### src/rtl/reset_seq_ctrl_pkg.sv
// Shared constants for the sequenced reset controller.
// Latency: n/a (constants and an elaboration-time helper only).
// Backpressure: n/a.
//
// Holds the FSM state encodings, the reset-cause codes, the default
// parameter values and a width-check helper used by the generate-time guards.
package reset_seq_ctrl_pkg;

   // FSM state encodings
   localparam logic [1:0] ST_HOLD = 2'd0;
   localparam logic [1:0] ST_STEP = 2'd1;
   localparam logic [1:0] ST_RUN  = 2'd2;

   // reset_cause codes (2'd3 is never produced)
   localparam logic [1:0] RST_CAUSE_POR = 2'd0;
   localparam logic [1:0] RST_CAUSE_EXT = 2'd1;
   localparam logic [1:0] RST_CAUSE_SW  = 2'd2;

   // Default parameter values
   localparam int DEF_N_DOM    = 3;
   localparam int DEF_HOLD_CYC = 8;
   localparam int DEF_STEP_CYC = 4;
   localparam int DEF_DEB_CYC  = 16;
   localparam int DEF_CNT_W    = 8;
   localparam int DEF_DEB_W    = 5;

   // True when an unsigned counter of width w can represent val.
   function automatic bit fits_width(input int unsigned val, input int unsigned w);
      return (64'(val) >> w) == 64'd0;
   endfunction

endpackage

### src/rtl/reset_debounce.sv
// Debounces the raw external reset button into a clean active-low level.
// Latency: 2 sync flops + DEB_CYC stable cycles before level_n/fall_pulse move.
// Backpressure: none; free-running, output is a level plus a one-cycle pulse.
//
// Ports:
//   clk        - system clock
//   reset      - asynchronous active-low reset
//   raw_n      - raw, asynchronous, bouncing button input (active-low)
//   level_n    - debounced level, resets to 1 (released)
//   fall_pulse - one-cycle pulse, registered together with level_n falling
module reset_debounce
   import reset_seq_ctrl_pkg::*;
#(
   parameter int DEB_CYC = DEF_DEB_CYC,
   parameter int DEB_W   = DEF_DEB_W
) (
   input  logic clk,
   input  logic reset,
   input  logic raw_n,
   output logic level_n,
   output logic fall_pulse
);

   if (DEB_CYC < 2 || !fits_width(DEB_CYC, DEB_W)) begin : g_bad_deb_param
      $error("reset_debounce: DEB_CYC must be >= 2 and fit in DEB_W bits");
   end

   localparam logic [DEB_W-1:0] DEB_LAST = DEB_W'(DEB_CYC - 1);

   logic             sync1_q;
   logic             sync2_q;
   logic             level_q;
   logic             fall_q;
   logic [DEB_W-1:0] cnt_q;

   // The sync flops clear to 0 while the level clears to 1, so the first two
   // cycles after reset count as a mismatch; that count is far below DEB_LAST
   // and is wiped as soon as the real (high) button value arrives.
   always_ff @(posedge clk or negedge reset) begin
      if (!reset) begin
         sync1_q <= 1'b0;
         sync2_q <= 1'b0;
         level_q <= 1'b1;
         fall_q  <= 1'b0;
         cnt_q   <= '0;
      end else begin
         sync1_q <= raw_n;
         sync2_q <= sync1_q;
         fall_q  <= 1'b0;
         if (sync2_q == level_q) begin
            cnt_q <= '0;
         end else if (cnt_q == DEB_LAST) begin
            // DEB_CYC consecutive mismatching samples: accept the new level
            level_q <= sync2_q;
            fall_q  <= ~sync2_q;
            cnt_q   <= '0;
         end else begin
            cnt_q <= cnt_q + 1'b1;
         end
      end
   end

   assign level_n    = level_q;
   assign fall_pulse = fall_q;

endmodule

### src/rtl/reset_seq_ctrl.sv
// Sequenced multi-domain reset generator: all domains assert together, release in order.
// Latency: HOLD_CYC cycles after the source clears to domain 0, then STEP_CYC per domain.
// Backpressure: none; requests act on the next edge and restart the sequence.
//
// Ports:
//   clk          - system clock
//   reset        - asynchronous active-low board/power-on reset
//   ext_reset_n  - raw bouncing external reset button (active-low)
//   sw_reset_req - single-cycle synchronous software/watchdog reset request
//   rst_n_out    - per-domain active-low resets, bit 0 released first
//   reset_done   - high once every domain is released
//   reset_cause  - cause of the last reset (POR/EXT/SW)
module reset_seq_ctrl
   import reset_seq_ctrl_pkg::*;
#(
   parameter int N_DOM    = DEF_N_DOM,
   parameter int HOLD_CYC = DEF_HOLD_CYC,
   parameter int STEP_CYC = DEF_STEP_CYC,
   parameter int DEB_CYC  = DEF_DEB_CYC,
   parameter int CNT_W    = DEF_CNT_W,
   parameter int DEB_W    = DEF_DEB_W
) (
   input  logic             clk,
   input  logic             reset,
   input  logic             ext_reset_n,
   input  logic             sw_reset_req,
   output logic [N_DOM-1:0] rst_n_out,
   output logic             reset_done,
   output logic [1:0]       reset_cause
);

   if (N_DOM < 1 || N_DOM > 8) begin : g_bad_n_dom
      $error("reset_seq_ctrl: N_DOM must be in 1..8");
   end
   if (HOLD_CYC < 1 || STEP_CYC < 1) begin : g_bad_cyc
      $error("reset_seq_ctrl: HOLD_CYC and STEP_CYC must be >= 1");
   end
   if (!fits_width(HOLD_CYC, CNT_W) || !fits_width(STEP_CYC, CNT_W)) begin : g_bad_cnt_w
      $error("reset_seq_ctrl: CNT_W too narrow for max(HOLD_CYC, STEP_CYC)");
   end

   localparam int IDX_W = (N_DOM > 1) ? $clog2(N_DOM) : 1;

   localparam logic [CNT_W-1:0] HOLD_LAST = CNT_W'(HOLD_CYC - 1);
   localparam logic [CNT_W-1:0] STEP_LAST = CNT_W'(STEP_CYC - 1);
   localparam logic [IDX_W-1:0] IDX_LAST  = IDX_W'(N_DOM - 1);

   logic             rst_s1_q;
   logic             rst_sync;
   logic             ext_level_n;
   logic             ext_fall;
   logic [1:0]       state_q;
   logic [CNT_W-1:0] cnt_q;
   logic [IDX_W-1:0] idx_q;
   logic [IDX_W-1:0] idx_nxt;
   logic [N_DOM-1:0] rst_n_q;
   logic             done_q;
   logic [1:0]       cause_q;
   logic             sw_req_eff;

   // Reset release is synchronised so the first FSM step sees a clean edge.
   always_ff @(posedge clk or negedge reset) begin
      if (!reset) begin
         rst_s1_q <= 1'b0;
         rst_sync <= 1'b0;
      end else begin
         rst_s1_q <= 1'b1;
         rst_sync <= rst_s1_q;
      end
   end

   reset_debounce #(
      .DEB_CYC (DEB_CYC),
      .DEB_W   (DEB_W)
   ) u_debounce (
      .clk        (clk),
      .reset      (reset),
      .raw_n      (ext_reset_n),
      .level_n    (ext_level_n),
      .fall_pulse (ext_fall)
   );

   // A software pulse while the button is held down would only repeat a reset
   // already in force, so it neither restarts anything nor changes the cause.
   assign sw_req_eff = sw_reset_req & ext_level_n;
   assign idx_nxt    = idx_q + 1'b1;

   always_ff @(posedge clk or negedge reset) begin
      if (!reset) begin
         state_q <= ST_HOLD;
         cnt_q   <= '0;
         idx_q   <= '0;
         rst_n_q <= '0;
         done_q  <= 1'b0;
         cause_q <= RST_CAUSE_POR;
      end else if (rst_sync) begin
         if (ext_fall || sw_req_eff) begin
            // EXT wins when both arrive together
            state_q <= ST_HOLD;
            cnt_q   <= '0;
            idx_q   <= '0;
            rst_n_q <= '0;
            done_q  <= 1'b0;
            cause_q <= ext_fall ? RST_CAUSE_EXT : RST_CAUSE_SW;
         end else if (!ext_level_n) begin
            // Button still held: park in HOLD with the counter frozen at 0
            state_q <= ST_HOLD;
            cnt_q   <= '0;
            idx_q   <= '0;
            rst_n_q <= '0;
            done_q  <= 1'b0;
         end else begin
            case (state_q)
               ST_HOLD: begin
                  if (cnt_q == HOLD_LAST) begin
                     cnt_q <= '0;
                     idx_q <= '0;
                     if (N_DOM == 1) begin
                        state_q <= ST_RUN;
                        rst_n_q <= '1;
                        done_q  <= 1'b1;
                     end else begin
                        state_q <= ST_STEP;
                        rst_n_q <= N_DOM'(1);
                     end
                  end else begin
                     cnt_q <= cnt_q + 1'b1;
                  end
               end
               ST_STEP: begin
                  if (cnt_q == STEP_LAST) begin
                     cnt_q   <= '0;
                     idx_q   <= idx_nxt;
                     rst_n_q <= rst_n_q | (N_DOM'(1) << idx_nxt);
                     if (idx_nxt == IDX_LAST) begin
                        state_q <= ST_RUN;
                        done_q  <= 1'b1;
                     end
                  end else begin
                     cnt_q <= cnt_q + 1'b1;
                  end
               end
               ST_RUN: begin
                  state_q <= ST_RUN;
               end
               default: begin
                  state_q <= ST_HOLD;
                  cnt_q   <= '0;
                  idx_q   <= '0;
                  rst_n_q <= '0;
                  done_q  <= 1'b0;
               end
            endcase
         end
      end
   end

   assign rst_n_out   = rst_n_q;
   assign reset_done  = done_q;
   assign reset_cause = cause_q;

endmodule

### config.mk
export PLATFORM = sky130hd
export DESIGN_NAME = reset_seq_ctrl
export DESIGN_NICKNAME = d
export VERILOG_FILES = /design/src/rtl/reset_seq_ctrl_pkg.sv /design/src/rtl/reset_debounce.sv /design/src/rtl/reset_seq_ctrl.sv
export SDC_FILE = /design/constraint.sdc
export NUM_CORES = 1
export LEC_CHECK = 0
export CAP_MARGIN = 20
export CORE_MARGIN = 4
export CORE_UTILIZATION = 62
export CTS_BUF_LIST = sky130_fd_sc_hd__clkbuf_8
export DETAILED_ROUTE_END_ITERATION = 7
export DONT_BUFFER_PORTS = 1
export GPL_ROUTABILITY_DRIVEN = 0
export MAX_ROUTING_LAYER = met4
export PLACE_DENSITY = 0.81
export SYNTH_ARGS = -nofsm -noshare
export SYNTH_HDL_FRONTEND = slang
export SYNTH_SLANG_ARGS = --single-unit
### constraint.sdc
create_clock -name clk -period 4.78 [get_ports clk]
set_input_delay 0.239 -clock clk [delete_from_list [all_inputs] [get_ports clk]]
set_output_delay 0.239 -clock clk [all_outputs]
set_load 0.1 [all_outputs]
==> run metrics <==
part of the Yosys area used for sequential elements between 40 and 50%; register bit total from synthesis 29; combinational power share 5.1%; worst reg2reg path depth 4; Leakage 0.000728 uW; Peak Freq 515 MHz; category of cells accounting for the largest share of critical-path delay compound AO/OA/AOI/OAI gates; sw frac between 20% and 30%; number of instances on the worst hold path 2; Port Buffers 0; Critical Path RT 4.96 ns; cells along the critical path nand4bb_1 > a21oi_1 > o21ai_1 > o21ai_0; total global routing track utilization about a fifth; pin slew with the least headroom to its limit 0.921 ns; TritonRoute pass-1 iters 4; horizontal extent of the die 58.2 um; Max stage delay cell, worst path sky130_fd_sc_hd__dfstp_2; most instantiated flip-flop cell in the synthesis netlist sky130_fd_sc_hd__dfrtp_1; launch point of the worst hold path sw_reset_req; total clock buffers created by CTS 5; net switching power of the design 110 uW; synthesized instance count 147; result of the run finished, final reports clean; Setup crit end kind flip-flop; Min-Delay Path Class input port to flip-flop; worst flop-to-flop path startpoint u_debounce.level_n; routed via count 1136; xor and xnor fraction of the mapped netlist area 1.12%; Floorplan Core Area 0.00230 mm^2; per-cell via count in the routed design 6.24; period utilisation layout 40.6%; leading post-synthesis cells by cell area sky130_fd_sc_hd__dfrtp_1, sky130_fd_sc_hd__ha_1, sky130_fd_sc_hd__o21ai_0; vias in the first global route roughly 1100; area fraction in compound gates after synthesis 17.1%; Max Clock Skew 0.00600 ns; destination of the worst register-to-register timing path cnt_q[7]; post-synthesis cell type with the largest combined area sky130_fd_sc_hd__dfrtp_1; io pins 10; critical path buffer and inverter count 0; setup repair after global routing missed its margin false; maximum clock insertion buffer count 2; number of antenna violations at the first check in global routing 0; post-detailed-routing wire length 2890 um; DRT antenna net count 0; register-to-register setup slack between 2 and 3 ns; total grt overflow 0; placed wire-length estimate after detailed placement 2150 um; Unique masters post-synth 43; Initial Utilization between 60% and 70%; number of DRC violations after detailed routing 0; area growth from synthesis to layout 9.06%; largest net degree at the start of global routing 30; setup tns final 0 ns; share of layout cells above drive strength 1 11.7%; Synth async-reset ratio 100%; final setup violation count 0; Yosys Warn Count 0; clock root cell sky130_fd_sc_hd__clkbuf_8; min Tclk post-route 1.94 ns; mean area per synthesized cell 10.6 um^2; depth of the CTS H-tree 2; worst-path maximum fanout 11; dominant combinational cell family by area after synthesis simple AND/OR/NAND/NOR gates; clock transition at the register clock pins on the worst setup and hold paths after CTS approximately 0.06 ns; kind of launch point of the worst setup path flip-flop; # Max-Cap Violations 0; Synth Area in Adders 7.22%; Simple-Gate Fraction of Synth Area 20.4%; netlist area before placement 0.00156 mm^2; first-pass GRT wire length 4960 um; share of the synthesized area in the top cell type roughly 45%; violation count after the first detailed-routing iteration 49; worst voltage drop across the vdd grid approximately 280 uV; CTS sink cnt 29; portion of total power attributed to sequential cells between 50% and 60%; Crit path arrival time approximately 2.1 ns; die span in y 58.2 um; number of nets in the final layout 166; max_slew headroom 38.6%; multiplexer share of the synthesized area 3.93%; post-detailed-route wirelength per cell 15.9 um; fraction of power consumed by the clock network 40.7%; number of antenna cells inserted 0; internal power roughly 370 uW; Power Density 284 mW/mm^2; worst min-delay path endpoint reset_cause[0]; final count of hold timing violations 0; clock latency of the later-clocked register in the worst-skew pair 0.28 ns; cells resized by post-CTS repair 0; number of enable flip-flop cells after synthesis 0; critical path type flip-flop to flip-flop; total power consumption of the routed design about 480 uW; die outline area between 0.003 and 0.004 mm^2; slowest cell delay on critical path 0.62 ns; syn nets 160; CTS tree yes; total number of placement rows 17; number of pins with negative max-slew slack in the final report 0
-- flip-flops by register name, indices dropped and copies added, names as in the netlist --
register / cells
cnt_q: 8
u_debounce.cnt_q: 5
rst_n_out: 3
idx_q: 2
reset_cause: 2
state_q: 2
reset_done: 1
rst_s1_q: 1
rst_sync: 1
u_debounce.fall_pulse: 1
u_debounce.level_n: 1
u_debounce.sync1_q: 1
u_debounce.sync2_q: 1
-- per-layer routing --
layer	global-route usage (%)	wire length, um	vias to the layer above
met4	8.94	38	0
met3	5.35	126	7
met2	30.5	1350	20
li1	-	-	561
met5	-	0	-
met1	25.1	1370	548
-- Yosys cell counts, types with 3 or more instances --
library cell                count
sky130_fd_sc_hd__o211ai_1       4
sky130_fd_sc_hd__o21ai_0       13
sky130_fd_sc_hd__dfrtp_1       28
sky130_fd_sc_hd__nand4bb_1      4
sky130_fd_sc_hd__nor3_1         4
sky130_fd_sc_hd__inv_1          8
sky130_fd_sc_hd__nand3_1        7
sky130_fd_sc_hd__nand2_1       14
sky130_fd_sc_hd__nor2_1         6
sky130_fd_sc_hd__nor3_2         3
sky130_fd_sc_hd__ha_1           9
sky130_fd_sc_hd__a31oi_1        3
sky130_fd_sc_hd__a21oi_1        5
sky130_fd_sc_hd__or3_1          3
-- metrics by stage --
stage / std cells / instance area, um^2 / setup WS [ns] / hold WS, ns / utilization, %
2_1_floorplan: 147 / 1560 / 3.08 / -0.0566 / -
3_3_place_gp: 171 / 1570 / 2.95 / -0.0560 / 68.4
3_5_place_dp: 171 / 1570 / 2.89 / -0.0558 / 68.4
4_1_cts: 182 / 1700 / 2.87 / 0.172 / 74.1
5_1_grt: 182 / 1700 / 2.65 / 0.180 / 74.1
6_report: 182 / 1700 / 2.84 / 0.172 / 74.1
-- cells in the final DEF (no fill, tap or decap), types with 4 or more instances in the layout --
master and n:
sky130_fd_sc_hd__a21oi_1 5, sky130_fd_sc_hd__dfrtp_1 28, sky130_fd_sc_hd__nor3_1 4, sky130_fd_sc_hd__o211ai_1 4
sky130_fd_sc_hd__inv_1 10, sky130_fd_sc_hd__nor2_1 6, sky130_fd_sc_hd__o21ai_0 13, sky130_fd_sc_hd__nand2_1 14
sky130_fd_sc_hd__ha_1 9, sky130_fd_sc_hd__clkbuf_8 6, sky130_fd_sc_hd__nand4bb_1 4, sky130_fd_sc_hd__nand3_1 7
-- power by group through the flow --
stage	sequential, uW	clock (uW)	combinational (uW)
after CTS	262	201	25.2
final	262	197	24.6
after global placement	266	0	16.1
after detailed placement	266	0	17.0
after global routing	262	213	28.1
after floorplan	265	0	14.2
-- repair_timing --
item | CTS | global route
hold endpoints to repair | 30 | 0
hold buffers | 3 | 0
setup buffers | 0 | 0
setup endpoints to repair | 0 | 0
-- worst max-delay path by stage --
| stage | start | to | slack (ns) | depth (start not counted) |
|---|---|---|---|---|
| after floorplan | state_q[0] | idx_q[0] | 3.08 | 7 |
| after global placement | u_debounce.level_n | idx_q[1] | 2.95 | 4 |
| after detailed placement | u_debounce.level_n | idx_q[1] | 2.89 | 4 |
| after CTS | u_debounce.level_n | idx_q[1] | 2.87 | 4 |
| after global routing | u_debounce.level_n | cnt_q[7] | 2.65 | 4 |
| final | u_debounce.level_n | cnt_q[7] | 2.84 | 4 |
-- worst register-to-register path: cells and delay by family (launching register included) --
kind             cells  cell delay [ns]
AO/OA/AOI/OAI        3             0.92
AND/OR/NAND/NOR      1             0.31
flip-flops           1             0.62
-- cell type report --
cell class / count / area (um^2)
fillers: 156 / 596
well taps: 28 / 35.0
multi-input cells: 106 / 779
clock inverters: 2 / 7.51
flip-flops and latches: 29 / 727
repair buffers: 3 / 40.0
clock buffers: 6 / 82.6
inverters: 8 / 30.0
-- kinds of logic (layout without fill, tap and decap cells) --
family | after synthesis | after routing
multiplexers | 5 | 5
buffers and inverters | 12 | 19
flip-flops | 29 | 29
other | 1 | 1
adder cells (fa/ha/maj) | 9 | 9
XOR/XNOR | 2 | 2
AO/OA/AOI/OAI | 39 | 39
AND/OR/NAND/NOR | 50 | 50
(Power assumes the default switching activity.)
